<file path="config.mk">
export PLATFORM = sky130hd
export DESIGN_NAME = aes_cipher_arb
export DESIGN_NICKNAME = d
export VERILOG_FILES = /design/src/rtl/aes_cipher_arb.sv
export SDC_FILE = /design/constraint.sdc
export NUM_CORES = 1
export LEC_CHECK = 0
export CAP_MARGIN = 20
export CORE_AREA = 2 2 404 406
export DETAILED_ROUTE_END_ITERATION = 10
export DIE_AREA = 0 0 406 408
export GPL_TIMING_DRIVEN = 0
export HOLD_SLACK_MARGIN = 0.06
export PLACE_DENSITY = 0.3
export SYNTH_ARGS = -nofsm -noshare
export SYNTH_HDL_FRONTEND = slang
export SYNTH_SLANG_ARGS = --single-unit
</file>
<file path="constraint.sdc">
create_clock -name clk_i -period 1.8 [get_ports clk_i]
set_input_delay 0.27 -clock clk_i [delete_from_list [all_inputs] [get_ports clk_i]]
set_output_delay 0.27 -clock clk_i [all_outputs]
set_load 0.1 [all_outputs]
</file>
<file path="src/rtl/aes_cipher_arb.sv">
// aes_cipher_arb: two-channel round-robin arbiter and sequencer for a shared
// AES-128 core. Accepts key/plaintext jobs, pulses the core load, waits for
// core done (with watchdog), and returns ciphertext tagged with the requester.
// Ports:
//   clk_i, rst_ni         clock, asynchronous active-low reset
//   req_valid_i/ready_o   per-channel request handshake (ready is combinational)
//   req_key_i/text_i      {ch1, ch0} key and plaintext, 128 bits each
//   rsp_valid_o/ready_i   response handshake
//   rsp_id_o/err_o/text_o requester id, watchdog abort flag, ciphertext
//   busy_o                high whenever not idle
//   core_*                load/key/plaintext to the core, done/ciphertext back
module aes_cipher_arb #(
    parameter int unsigned TIMEOUT = 32
) (
    input  logic         clk_i,
    input  logic         rst_ni,
    input  logic [1:0]   req_valid_i,
    output logic [1:0]   req_ready_o,
    input  logic [255:0] req_key_i,
    input  logic [255:0] req_text_i,
    output logic         rsp_valid_o,
    input  logic         rsp_ready_i,
    output logic         rsp_id_o,
    output logic         rsp_err_o,
    output logic [127:0] rsp_text_o,
    output logic         busy_o,
    output logic         core_ld_o,
    output logic [127:0] core_key_o,
    output logic [127:0] core_text_in_o,
    input  logic         core_done_i,
    input  logic [127:0] core_text_out_i
);

    localparam int unsigned BLK_W = 128;
    localparam int unsigned CNT_W = 8;
    localparam logic [CNT_W-1:0] CNT_LAST = CNT_W'(TIMEOUT - 1);

    localparam logic [1:0] S_IDLE = 2'd0;
    localparam logic [1:0] S_LOAD = 2'd1;
    localparam logic [1:0] S_BUSY = 2'd2;
    localparam logic [1:0] S_RESP = 2'd3;

    logic [1:0]       state_q, state_d;
    logic [BLK_W-1:0] key_q, key_d;
    logic [BLK_W-1:0] text_q, text_d;
    logic             id_q, id_d;
    logic             last_q, last_d;
    logic [CNT_W-1:0] cnt_q, cnt_d;
    logic [CNT_W-1:0] cnt_inc;
    logic [BLK_W-1:0] rsp_text_q, rsp_text_d;
    logic             rsp_err_q, rsp_err_d;
    logic             rsp_valid_q;
    logic             busy_q;
    logic             ld_q, ld_d;
    logic             gnt;
    logic             accept;

    // Round-robin pick: a lone requester wins, contention goes opposite last grant.
    always_comb begin
        gnt = 1'b0;
        case (req_valid_i)
            2'b01:   gnt = 1'b0;
            2'b10:   gnt = 1'b1;
            2'b11:   gnt = ~last_q;
            default: gnt = 1'b0;
        endcase
    end

    // Ready only in IDLE on the granted channel; held low while reset is asserted.
    always_comb begin
        req_ready_o = 2'b00;
        if (rst_ni && (state_q == S_IDLE) && req_valid_i[gnt]) begin
            req_ready_o[gnt] = 1'b1;
        end
    end

    assign accept = |(req_valid_i & req_ready_o);

    // Next-state and datapath updates.
    always_comb begin
        state_d    = state_q;
        key_d      = key_q;
        text_d     = text_q;
        id_d       = id_q;
        last_d     = last_q;
        cnt_d      = cnt_q;
        rsp_text_d = rsp_text_q;
        rsp_err_d  = rsp_err_q;
        ld_d       = 1'b0;
        cnt_inc    = cnt_q + CNT_W'(1);
        case (state_q)
            S_IDLE: begin
                if (accept) begin
                    key_d   = gnt ? req_key_i[2*BLK_W-1:BLK_W]  : req_key_i[BLK_W-1:0];
                    text_d  = gnt ? req_text_i[2*BLK_W-1:BLK_W] : req_text_i[BLK_W-1:0];
                    id_d    = gnt;
                    last_d  = gnt;
                    ld_d    = 1'b1;
                    state_d = S_LOAD;
                end
            end
            S_LOAD: begin
                cnt_d   = '0;
                state_d = S_BUSY;
            end
            S_BUSY: begin
                // Timeout compares the post-increment count, so the first BUSY cycle counts as 1.
                cnt_d = cnt_inc;
                if (core_done_i) begin
                    rsp_text_d = core_text_out_i;
                    rsp_err_d  = 1'b0;
                    state_d    = S_RESP;
                end else if (cnt_inc == CNT_LAST) begin
                    rsp_text_d = '0;
                    rsp_err_d  = 1'b1;
                    state_d    = S_RESP;
                end
            end
            S_RESP: begin
                if (rsp_ready_i) begin
                    state_d = S_IDLE;
                end
            end
            default: state_d = S_IDLE;
        endcase
    end

    // State and output registers.
    always_ff @(posedge clk_i or negedge rst_ni) begin
        if (!rst_ni) begin
            state_q     <= S_IDLE;
            key_q       <= '0;
            text_q      <= '0;
            id_q        <= 1'b0;
            last_q      <= 1'b1;
            cnt_q       <= '0;
            rsp_text_q  <= '0;
            rsp_err_q   <= 1'b0;
            rsp_valid_q <= 1'b0;
            busy_q      <= 1'b0;
            ld_q        <= 1'b0;
        end else begin
            state_q     <= state_d;
            key_q       <= key_d;
            text_q      <= text_d;
            id_q        <= id_d;
            last_q      <= last_d;
            cnt_q       <= cnt_d;
            rsp_text_q  <= rsp_text_d;
            rsp_err_q   <= rsp_err_d;
            rsp_valid_q <= (state_d == S_RESP);
            busy_q      <= (state_d != S_IDLE);
            ld_q        <= ld_d;
        end
    end

    assign rsp_valid_o    = rsp_valid_q;
    assign rsp_id_o       = id_q;
    assign rsp_err_o      = rsp_err_q;
    assign rsp_text_o     = rsp_text_q;
    assign busy_o         = busy_q;
    assign core_ld_o      = ld_q;
    assign core_key_o     = key_q;
    assign core_text_in_o = text_q;

endmodule

</file>
Word level (Yosys, flattened, before mapping). Index checks and enable logic that the tools add are counted.

Flip-flop bits (word level): 400. Input port bits: 646. Output and inout bits: 391.

Add/sub/neg operators: 1. $lt $le $gt $ge: 2. Equality and inequality tests: 7. Multiplexer cells: 20. Bitwise logic cells: 2. Reductions and logical operators: 10.

Operators by type and width (number): $mux W128 (4); $pmux W8 S2 (1); $eq A2 B2 Y1 const B (5); $mux W2 (5); $add A8 B1 Y8 const B (1); $eq A8 B5 Y1 const B (1); $pmux W2 S4 (1); $mux W1 (7); $reduce_bool A2 Y1 (3); $reduce_and A2 Y1 (2); $logic_and A1 B1 Y1 (3); $and A2 B2 Y2 (1); $eq A2 B1 Y1 const B (1); $logic_not A2 Y1 (1); $lt A1 B2 Y1 const B (1); $pmux W1 S2 (1); $reduce_or A2 Y1 (1); $demux W1 S1 (1); $ge A1 B1 Y1 const B (1); $not A1 Y1 (1).

Depth between registers and ports, before layout.
Depth after elaboration: 12. Depth in mapped cells: 8.

Least setup slack after synthesis. Ideal clock, no wire load.

Kind: flip-flop to flip-flop. From: register state_q[0]. To: register key_q[71], in the netlist core_key_o[71]. Data arrival time: 2.328 ns. Data required time: 1.728 ns. Setup slack: -0.599 ns. Stages on the path, launching flop included: 8. Path buffers: 1. Path through: dfrtp_1 > inv_1 > ha_1 > nand3_1 > a21oi_1 > clkbuf_1 > a222oi_1 > inv_1.

Cells in the longest elaborated chain, start to end: 7.

Ends and longest elaborated chain: start, declared (RTL line 43) `logic [1:0] state_q, state_d;`; start signal, assigned (RTL line 143) `state_q <= state_d;`; $logic_not A2 Y1 (RTL line 72) `if (rst_ni && (state_q == S_IDLE) && req_valid_i[gnt]) begin`; $logic_and A1 B1 Y1 (2 in a row) (RTL line 72); $mux W2 (RTL line 72); net req_ready_o[0] (RTL line 18) `output logic [1:0] req_ready_o,`; $and A2 B2 Y2 (RTL line 77) `assign accept = |(req_valid_i & req_ready_o);`; $reduce_or A2 Y1 (RTL line 77); $reduce_and A2 Y1 (no source line); end signal, assigned (RTL line 144) `key_q <= key_d;`; end, declared (RTL line 44) `logic [BLK_W-1:0] key_q, key_d;`.

The timed path passes the listed nets, and every way through them passes these cells. A chain may end at the register's enable or synchronous reset.

Worst setup path in the final report.
From: register state_q[0]. To: output req_ready_o[0].

Cells in the longest elaborated chain, start to end: 4.

Ends and longest elaborated chain (RTL line): $logic_not A2 Y1 (72); $logic_and A1 B1 Y1 (2 in a row) (72); $mux W2 (72); end, declared (18).

Every way passes these cells.

==> results.json <==
{
  "status": "finished with violations",
  "failed_checks": "hold timing, setup timing",
  "grt_max_degree": 95,
  "syn-cell-area_um2": 16200,
  "vias": 17600,
  "finalCritPeriodShare_pct": 130,
  "period_minus_slack_ns": 2.34,
  "grt_pass1_vias": 18200,
  "synth_area_leaders": "dfrtp_1 (62%), a222oi_1 (16%), nand2_1 (6.3%), inv_1 (6.1%), o21ai_0 (4.2%)",
  "finalNonFillerCells": 4924,
  "dp_hpwl_mm": 92.7,
  "die_y_um": 408,
  "clk-insertion-delay-late_ns": 0.67,
  "clock-sinks": 400,
  "clock_skew_ns": 0.0267,
  "hold_path_class": "input pin to async pin",
  "arrival_ns": 2.07,
  "layout.nets": 3355,
  "hold_viol_final": 127,
  "async_reset_ff_share_pct": 100,
  "grt_usage_pct": 13.7,
  "combinationalPowerShare_pct": 64.3,
  "peakVddDrop_mv": 0.981,
  "cts-root-buf": "clkbuf_16",
  "grt_antenna_before_repair": 18,
  "startpoint_type": "flip-flop",
  "synth-seq-cells": 400,
  "ys_warn_count": 0,
  "drt_iter0_drc": 1933,
  "p_sw_mw": 46.4,
  "start_util_pct": 10.0,
  "cp.required_ns": 1.53,
  "synth_ff_type": "dfrtp_1",
  "postSynthCellCount": 1506,
  "power_density_nw_per_um2": 2350,
  "maxCapViolCount": 0,
  "h-tree-depth": 2,
  "numCtsBuffers": 58,
  "dp.cells": 4738,
  "path_class": "flip-flop to output pin",
  "place.gp.congestion": 0.789,
  "clockPowerShare_pct": 15.6,
  "p_seq_share_pct": 20.1,
  "holdWs_ns": -0.313,
  "cp_max_fo": 4,
  "clockBufferDepth": 3,
  "swShare_pct": 59.5,
  "setup_viol_count_final": 367,
  "drtPass1Iterations": 9,
  "synth_nets": 2159,
  "setup_slack_ns": -0.545,
  "route.detailed.drc": 0,
  "p_leak_nw": 15.4,
  "ant_nets": 0,
  "area_delta_synth_final_pct": 105,
  "core-area_um2": 162000,
  "cts.clk_slew.worst_paths_ns": 0.05,
  "wire_per_inst_um": 24.6,
  "grt_overflow_total": 0,
  "path_delay_family": "buffers and inverters",
  "grt_pass1_wl_mm": 158,
  "rsz0062_at_grt": "yes",
  "syn_area_per_cell_um2": 10.7,
  "rows": 148,
  "worst_pin_slew_ns": 0.724,
  "fin_util_pct": 20.5,
  "end_kind": "output pin",
  "critical_path.slowest_cell": "dfrtp_1",
  "cp_cell_sequence": "inv_2 > ha_4 > nand3_2 > a21oi_4 > clkbuf_16 > buf_16",
  "drive_gt1_share_pct": 30.2,
  "synth_top_area_share_pct": 61.7,
  "cts_tree": "done",
  "p_int_mw": 31.6,
  "fp.dieW_um": 406,
  "max_freq_mhz": 426,
  "yosys.area.top_type": "dfrtp_1",
  "port_buffers": 1036,
  "path_buf_inv": 3,
  "seq_area_frac_synth_pct": 61.8,
  "yosysUniqueCellTypes": 38,
  "wl_mm": 121,
  "finalMaxSlewViolations": 0,
  "synth_edf_count": 0,
  "drt-vias-per-instance": 3.57,
  "ios": 1037,
  "max_stage_delay_ns": 0.39,
  "dieArea_um2": 166000,
  "relSlewSlack_pct": 51.6
}
[sequential cells by signal, summed over array words and instances (netlist names)]
register        count
rsp_text_o        128
core_key_o        128
last_q              1
rsp_err_o           1
core_text_in_o    128
state_q             2
cnt_q               8
busy_o              1
rsp_valid_o         1
rsp_id_o            1
core_ld_o           1
[placed cells by master (no fill, tap or decap), types with 3 or more instances in the layout]
cell	instances
inv_1	263
ha_1	4
buf_8	26
o21ai_2	103
buf_16	10
buf_2	129
clkbuf_8	15
buf_4	35
nor2_1	4
nand3_1	3
buf_12	39
diode_2	5
dfrtp_1	390
clkbuf_2	31
bufinv_16	6
dfrtp_2	9
o21ai_1	6
clkbuf_4	262
a222oi_1	256
clkinv_2	9
dlymetal6s2s_1	6
clkbuf_16	88
clkbuf_1	15
clkdlybuf4s50_1	644
buf_6	44
nand2_1	269
o21ai_0	27
[cells in the mapped netlist (all sizes together) (4+ instances only)]
library cell / n
nor2: 4
inv: 265
o21ai: 136
dfrtp: 399
nor3: 4
a21oi: 6
ha: 7
nand3: 5
nand2: 270
buf: 41
a222oi: 256
clkbuf: 87
[path summary, 6_finish.rpt]
kind | depth (start not counted) | endpoint | slack [ns] | from
max in group asynchronous | 3 | rsp_text_o[17]$_DFFE_PN0P_ | 0.65 | rst_ni
worst max register to register | 8 | core_text_in_o[69]$_DFFE_PN0P_ | -0.43 | state_q[0]$_DFF_PN0_
worst min-delay path | 2 | rsp_text_o[10]$_DFFE_PN0P_ | -0.31 | rst_ni
worst max-delay path | 6 | req_ready_o[0] | -0.54 | state_q[0]$_DFF_PN0_
worst min register to register | 1 | rsp_id_o$_DFFE_PN0P_ | 0.49 | rsp_id_o$_DFFE_PN0P_
min in group clk_i | 3 | rsp_text_o[104]$_DFFE_PN0P_ | 0.14 | core_text_out_i[104]
[final cells by class]
cell class / instances / area, µm²
diodes: 5 / 12.5
plain buffers: 126 / 1340
clock buffers: 83 / 1660
clock inverters: 19 / 290
fillers: 17800 / 128000
inverters: 265 / 995
multi-input cells: 713 / 5140
flip-flops and latches: 400 / 10000
well taps: 2175 / 2720
repair buffers: 1138 / 11000
[what timing repair did]
item / CTS / global route
pin swaps: 10 / 233
gates cloned: 3 / 26
hold buffers: 1 / 4
buffers inserted: 9 / 40
resized for setup: 618 / 1895
endpoints found under the setup margin: 786 / 764
endpoints found under the hold margin: 109 / 82
[through the flow]
step / setup slack (ns) / power [mW] / instance area, µm² / setup TNS (ns) / hold WS (ns)
finish: -0.545 / 78.0 / 33200 / -66.25 / -0.313
CTS: -0.696 / 76.7 / 31700 / -324.43 / -0.508
detailed placement: -2.39 / 66.0 / 29700 / -627.59 / 0.255
global route: -0.705 / 81.4 / 33200 / -121.86 / -0.315
floorplan: -0.0115 / 50.0 / 16200 / -1.15 / -0.0256
global placement: -27.23 / 65.7 / 29300 / - / 0.469
[per-layer routing]
layer	routed length, µm	track usage (%)	part of all wire, %	up-vias
met2	61900	24.2	51	648
met1	48800	16.4	40	8948
met4	2360	3.19	2.0	6
met3	8070	3.55	6.7	107
li1	-	-	-	7859
met5	41	0	0.034	-
[logic make-up (layout without fill, tap and decap cells)]
group / count (synthesis) / in the layout / synth area share [%]
compound gates: 409 / 409 / 20.8
flops: 400 / 400 / 61.8
buf+inv: 393 / 1631 / 9.49
simple gates: 294 / 294 / 7.17
fa+ha+maj: 7 / 7 / 0.541
mux: 2 / 2 / 0.124
xor+xnor: 1 / 1 / 0.0541
other cells: 0 / 5 / 0
[power groups by stage]
stage	sequential (mW)	clock, mW	combinational (mW)
after CTS	15.6	12.9	48.3
after detailed placement	15.7	0	50.3
after floorplan	43.7	0	6.37
after global placement	15.9	0	49.8
after global routing	16.2	13.1	52.1
final	15.6	12.2	50.2
(Power assumes the default switching activity.)
